--- config.mk ---
export PLATFORM = sky130hd
export DESIGN_NAME = irq_timer_flat
export DESIGN_NICKNAME = d
export VERILOG_FILES = /design/src/rtl/irq_timer_if.sv /design/src/rtl/irq_timer.sv /design/src/flat_wrapper.sv
export SDC_FILE = /design/constraint.sdc
export NUM_CORES = 1
export LEC_CHECK = 0
export ABC_AREA = 1
export BUFFER_PORTS_ARGS = -buffer_cell sky130_fd_sc_hd__buf_2
export CORE_ASPECT_RATIO = 0.75
export CORE_UTILIZATION = 56
export DETAILED_ROUTE_END_ITERATION = 12
export HOLD_SLACK_MARGIN = 0.1
export PLACE_DENSITY = 0.84
export SLEW_MARGIN = 20
export SYNTH_ARGS = -nofsm -noshare
export SYNTH_HDL_FRONTEND = slang
export SYNTH_SLANG_ARGS = --single-unit
--- constraint.sdc ---
create_clock -name clk -period 3.1 [get_ports clk]
set_clock_uncertainty 0.05 [all_clocks]
set_input_delay 0.62 -clock clk [delete_from_list [all_inputs] [get_ports clk]]
set_output_delay 0.62 -clock clk [all_outputs]
set_load 0.01 [all_outputs]
--- src/rtl/irq_timer_if.sv ---
// Data-memory bus bundle between the CPU (master) and the irq_timer peripheral (slave).
interface irq_timer_if;
  logic        MemRead;
  logic        MemWrite;
  logic [31:0] Address;
  logic [31:0] WriteData;
  logic [31:0] ReadData;
  logic        Hit;

  modport master (
    output MemRead, MemWrite, Address, WriteData,
    input  ReadData, Hit
  );

  modport slave (
    input  MemRead, MemWrite, Address, WriteData,
    output ReadData, Hit
  );
endinterface

--- src/rtl/irq_timer.sv ---
// Memory-mapped 32-bit reload timer that raises a level IRQ on overflow.
// Define IRQ_TIMER_SYSTICK_EN to add a free-running SYSTICK counter at offset 0x0C.
module irq_timer #(
  parameter logic [31:0] BASE_ADDR = 32'h40000000
) (
  input  logic          clk,
  input  logic          reset,
  irq_timer_if.slave    bus,
  output logic          IRQ
);

  logic [31:0] th_q, th_d;
  logic [31:0] tl_q, tl_d;
  logic        en_q, en_d;
  logic        ie_q, ie_d;
  logic        st_q, st_d;

  logic        hit;
  logic [2:0]  offset;
  logic        wr_th, wr_tl, wr_tcon;
  logic        tl_at_max;
  logic        overflow;
  logic [1:0]  unused_addr_bits;

  assign hit              = (bus.Address[31:5] == BASE_ADDR[31:5]);
  assign offset           = bus.Address[4:2];
  assign unused_addr_bits = bus.Address[1:0];
  assign bus.Hit          = hit;

  assign wr_th   = bus.MemWrite && hit && (offset == 3'd0);
  assign wr_tl   = bus.MemWrite && hit && (offset == 3'd1);
  assign wr_tcon = bus.MemWrite && hit && (offset == 3'd2);

  assign tl_at_max = (tl_q == 32'hFFFF_FFFF);
  // A software write to TL suppresses both the increment and the overflow it would cause.
  assign overflow  = en_q && tl_at_max && !wr_tl;

  assign IRQ = ie_q && st_q;

`ifdef IRQ_TIMER_SYSTICK_EN
  logic [31:0] systick_q, systick_d;

  assign systick_d = systick_q + 32'd1;

  always_ff @(posedge clk or posedge reset) begin
    if (reset) begin
      systick_q <= 32'd0;
    end else begin
      systick_q <= systick_d;
    end
  end
`endif

  always_comb begin
    bus.ReadData = 32'd0;
    if (bus.MemRead && hit) begin
      case (offset)
        3'd0:    bus.ReadData = th_q;
        3'd1:    bus.ReadData = tl_q;
        3'd2:    bus.ReadData = {29'd0, st_q, ie_q, en_q};
`ifdef IRQ_TIMER_SYSTICK_EN
        3'd3:    bus.ReadData = systick_q;
`endif
        default: bus.ReadData = 32'd0;
      endcase
    end
  end

  always_comb begin
    th_d = th_q;
    tl_d = tl_q;
    en_d = en_q;
    ie_d = ie_q;
    st_d = st_q;

    if (wr_th) begin
      th_d = bus.WriteData;
    end

    if (wr_tl) begin
      tl_d = bus.WriteData;
    end else if (en_q) begin
      tl_d = tl_at_max ? th_q : (tl_q + 32'd1);
    end

    if (wr_tcon) begin
      en_d = bus.WriteData[0];
      ie_d = bus.WriteData[1];
      if (!bus.WriteData[2]) begin
        st_d = 1'b0;
      end
    end

    // Setting after the clear lets an overflow win over a same-cycle ST clear.
    if (overflow && ie_q) begin
      st_d = 1'b1;
    end
  end

  always_ff @(posedge clk or posedge reset) begin
    if (reset) begin
      th_q <= 32'd0;
      tl_q <= 32'd0;
      en_q <= 1'b0;
      ie_q <= 1'b0;
      st_q <= 1'b0;
    end else begin
      th_q <= th_d;
      tl_q <= tl_d;
      en_q <= en_d;
      ie_q <= ie_d;
      st_q <= st_d;
    end
  end

endmodule
--- src/flat_wrapper.sv ---
// flat-port wrapper written by rule: the top's interface ports become plain ports
module irq_timer_flat 
#(
  parameter logic [31:0] BASE_ADDR = 32'h40000000
)
  (clk, reset, IRQ, bus_MemRead, bus_MemWrite, bus_Address, bus_WriteData, bus_ReadData, bus_Hit);
  irq_timer_if bus_i ();
  input  logic clk;
  input  logic reset;
  output logic IRQ;
  input wire logic [$bits(bus_i.MemRead)-1:0] bus_MemRead;
  input wire logic [$bits(bus_i.MemWrite)-1:0] bus_MemWrite;
  input wire logic [$bits(bus_i.Address)-1:0] bus_Address;
  input wire logic [$bits(bus_i.WriteData)-1:0] bus_WriteData;
  output wire logic [$bits(bus_i.ReadData)-1:0] bus_ReadData;
  output wire logic [$bits(bus_i.Hit)-1:0] bus_Hit;
  assign bus_i.MemRead = bus_MemRead;
  assign bus_i.MemWrite = bus_MemWrite;
  assign bus_i.Address = bus_Address;
  assign bus_i.WriteData = bus_WriteData;
  assign bus_ReadData = bus_i.ReadData;
  assign bus_Hit = bus_i.Hit;
  irq_timer #(.BASE_ADDR(BASE_ADDR)) u_core (.clk(clk), .reset(reset), .bus(bus_i), .IRQ(IRQ));
endmodule
==> results_dict.tcl <==
set metrics [dict create \
    status "finished with violations" \
    failed_checks "DRC" \
    synth.cells.most_frequent "273 x nand2_1, 96 x nand3_1, 67 x dfrtp_1" \
    initial_utilization 0.575 \
    post_synth_fa_ha_maj_area_fraction 0.00257 \
    clk-insertion-delay-late_ns 0.34 \
    hpwl_um 9560 \
    ctsHoldBuffers 0 \
    rsz0062_at_grt "false" \
    cp_slowest_cell "inv_1" \
    cts-buffers-inserted 9 \
    total_power_mw 2.16 \
    setup_tns_ns 0 \
    overflow 0 \
    dieArea_um2 9070 \
    gpl_wtd_cong 0.922 \
    multiInputGateArea_um2 2730 \
    timing.max_slew.rel_slack 0.534 \
    static-leakage-power_nw 2.84 \
    stdcell_count 947 \
    worst-setup-path-type "primary input to output port" \
    synth_compound_gate_area_share 0.0908 \
    boundaryPins 102 \
    clock_transition_time_at_the_flip_flop_clock_pins_of_the_worst_setup_and_hold_paths_ns 0.05 \
    placed_cells 931 \
    synth-seq-area-share 0.345 \
    post_route_cells_drive_above_1_share 0.187 \
    worstSetupEndpointType "output port" \
    fill_cells 785 \
    grt_pass1_vias 4852 \
    cts_root_buffer "clkbuf_16" \
    cellPowerDensity_nw_per_um2 377 \
    max-cap-violations 0 \
    wl_met1_um 6000 \
    initial_antenna_violation_count 0 \
    cts_max_level 3 \
    routed-wl-met2_um 6460 \
    vias 5277 \
    detail_route.first_pass.iterations 10 \
    antenna_violating_nets_post_route 0 \
    synth_top_cell_by_area "dfrtp_1" \
    final-setup-viol-count 0 \
    final_max_slew_viol_count 0 \
    synth.distinct_cells 30 \
    cts_buffer_depth 2 \
    timing_worst_slew_pin_value_ns 0.698 \
    io_buffers 99 \
    drt_wl_total_um 13800 \
    synth_top_family_by_area "simple AND/OR/NAND/NOR gates" \
    seq_area_um2 1680 \
    ir_drop_v 0.000403 \
    largest_net_degree_at_the_start_of_global_routing 53 \
    synthCells 749 \
    synth_largest_type_area_fraction 0.345 \
    initialDrtViolationCount 358 \
    core_area_um2 8450 \
    number_of_enable_type_register_cells_in_the_synthesized_netlist 0 \
    avgViaCountPerCell 5.57 \
    wire_length_of_the_first_global_routing_pass_um 22700 \
    post_cts_buffers 0 \
    holdWs_ns 0.338 \
    critical_path_required_ns 2.43 \
    antenna_cells_inserted 0 \
    cp-start-kind "primary input" \
    wl_met3_um 1160 \
    tritoncts_clock_tree "yes" \
    synth_warnings 0 \
    route.top_layer_used "met4" \
    average_cell_area_after_synthesis_um2 6.49 \
    floorplan.rows 29 \
    period_minus_slack_ns 2.64 \
    remaining_drc_errors 2 \
    dieHeight_um 82.7 \
    synthTopCellsByArea "dfrtp_1 34%, nand2_1 21%, nand3_1 9.9%, inv_1 4.5%, o21ai_0 4.0%" \
    grtUsageTotal 0.325 \
    synth_xor_area_frac 0.0198 \
    net_count_of_the_mapped_netlist 818 \
    finalNetCount 903 \
    route.detailed.wl_per_inst_um 14.6 \
    post_synth_instance_area_um2 4860 \
    hp-class "primary input to asynchronous set/reset pin" \
    path_buf_inv 4 \
    area_delta_synth_final_pct 18.1 \
    worstPathMaxFanout 11 \
    cp_top_family "buffers and inverters" \
    synth-simple-area-share 0.448 \
    fin_util 0.679 \
    share_of_the_clock_period_used_by_the_worst_path 0.851 \
    synth_flop_cell "dfrtp_1" \
    cts.sink_count 67 \
    timing.final.hold_violations 0 \
    synthMostInstantiatedCell "nand2_1" \
    maxClockFrequency_ghz 0.379 \
    cts.repair.resized 0 \
    critPathArrivalTime_ns 1.97 \
    crit_chain "buf_2 > nor2_1 > nand2_1 > inv_1 > buf_4 > nand2_1 > a21oi_1 > buf_2" \
    critPathMaxStageDelay_ns 0.34 \
    post_synthesis_async_set_or_reset_flop_share 1.00 \
    die_w_um 110 \
    ys_ff_latch 67 \
    synth.area.mux_share 0 \
]
[final timing paths]
kind,startpoint,end,slack [ns],cells past startpoint
min reg2reg,u_core.th_q[28],u_core.th_q[28],0.48,2
max,bus_Address[3],bus_ReadData[31],0.46,8
min,reset,u_core.th_q[23],0.34,2
max reg2reg,u_core.tl_q[1],u_core.tl_q[14],1.02,11
min in group clk,bus_WriteData[14],u_core.th_q[14],0.44,3
max in group asynchronous,reset,u_core.tl_q[13],2.01,3
[flip-flops by register name (all words and copies together), names as in the netlist]
name	count
u_core.st_q	1
u_core.en_q	1
u_core.tl_q	32
u_core.ie_q	1
u_core.th_q	32
[layout by cell type (no fill, tap or decap), types with 3 or more instances in the layout]
cell       count
nand2_1      273
bufinv_16      3
nand3_1       96
nor2_4         7
nor2_1        51
buf_2         99
nand2_4        3
nand2_2        8
buf_4         10
nor2_2         6
a21oi_1       33
o21ai_0       39
xor2_1         5
inv_1         57
clkbuf_16      9
dfrtp_1       67
inv_2          3
nand4_1       25
nand3b_1       8
o22ai_1        3
xnor2_1        6
o21ai_1       11
clkinv_1       4
[cell type report]
cell class / instances / share of cell area
timing repair buffer: 111 / 0.106
tap: 108 / 0.0235
inverter: 65 / 0.0434
clock inverter: 6 / 0.0198
sequential: 67 / 0.292
clock buffer: 10 / 0.0399
multi-input combinational: 580 / 0.475
[logic make-up (layout without fill, tap and decap cells)]
logic type	Yosys count	in the layout
buf+inv	102	192
simple gates	481	481
flops	67	67
xor+xnor	11	11
fa+ha+maj	1	1
compound gates	87	87
[stage by stage]
stage / worst slack (ns) / instance area (µm²)
after floorplan: 0.747 / 4860
after global placement: 0.495 / 5400
after detailed placement: 0.392 / 5400
after CTS: 0.480 / 5740
after global routing: 0.311 / 5740
final: 0.463 / 5740
[power by group]
part,switching (mW),internal (mW)
logic,0.0641,0.0425
registers,0.0000623,0.875
clock network,0.395,0.787
[routing by layer]
metal  GRT usage  up-vias
li1            -     2584
met1       0.415     2434
met2       0.543      239
met3      0.0793       20
met4       0.107        0
met5           0        -
Note: power is estimated with default switching activity, not from simulation.
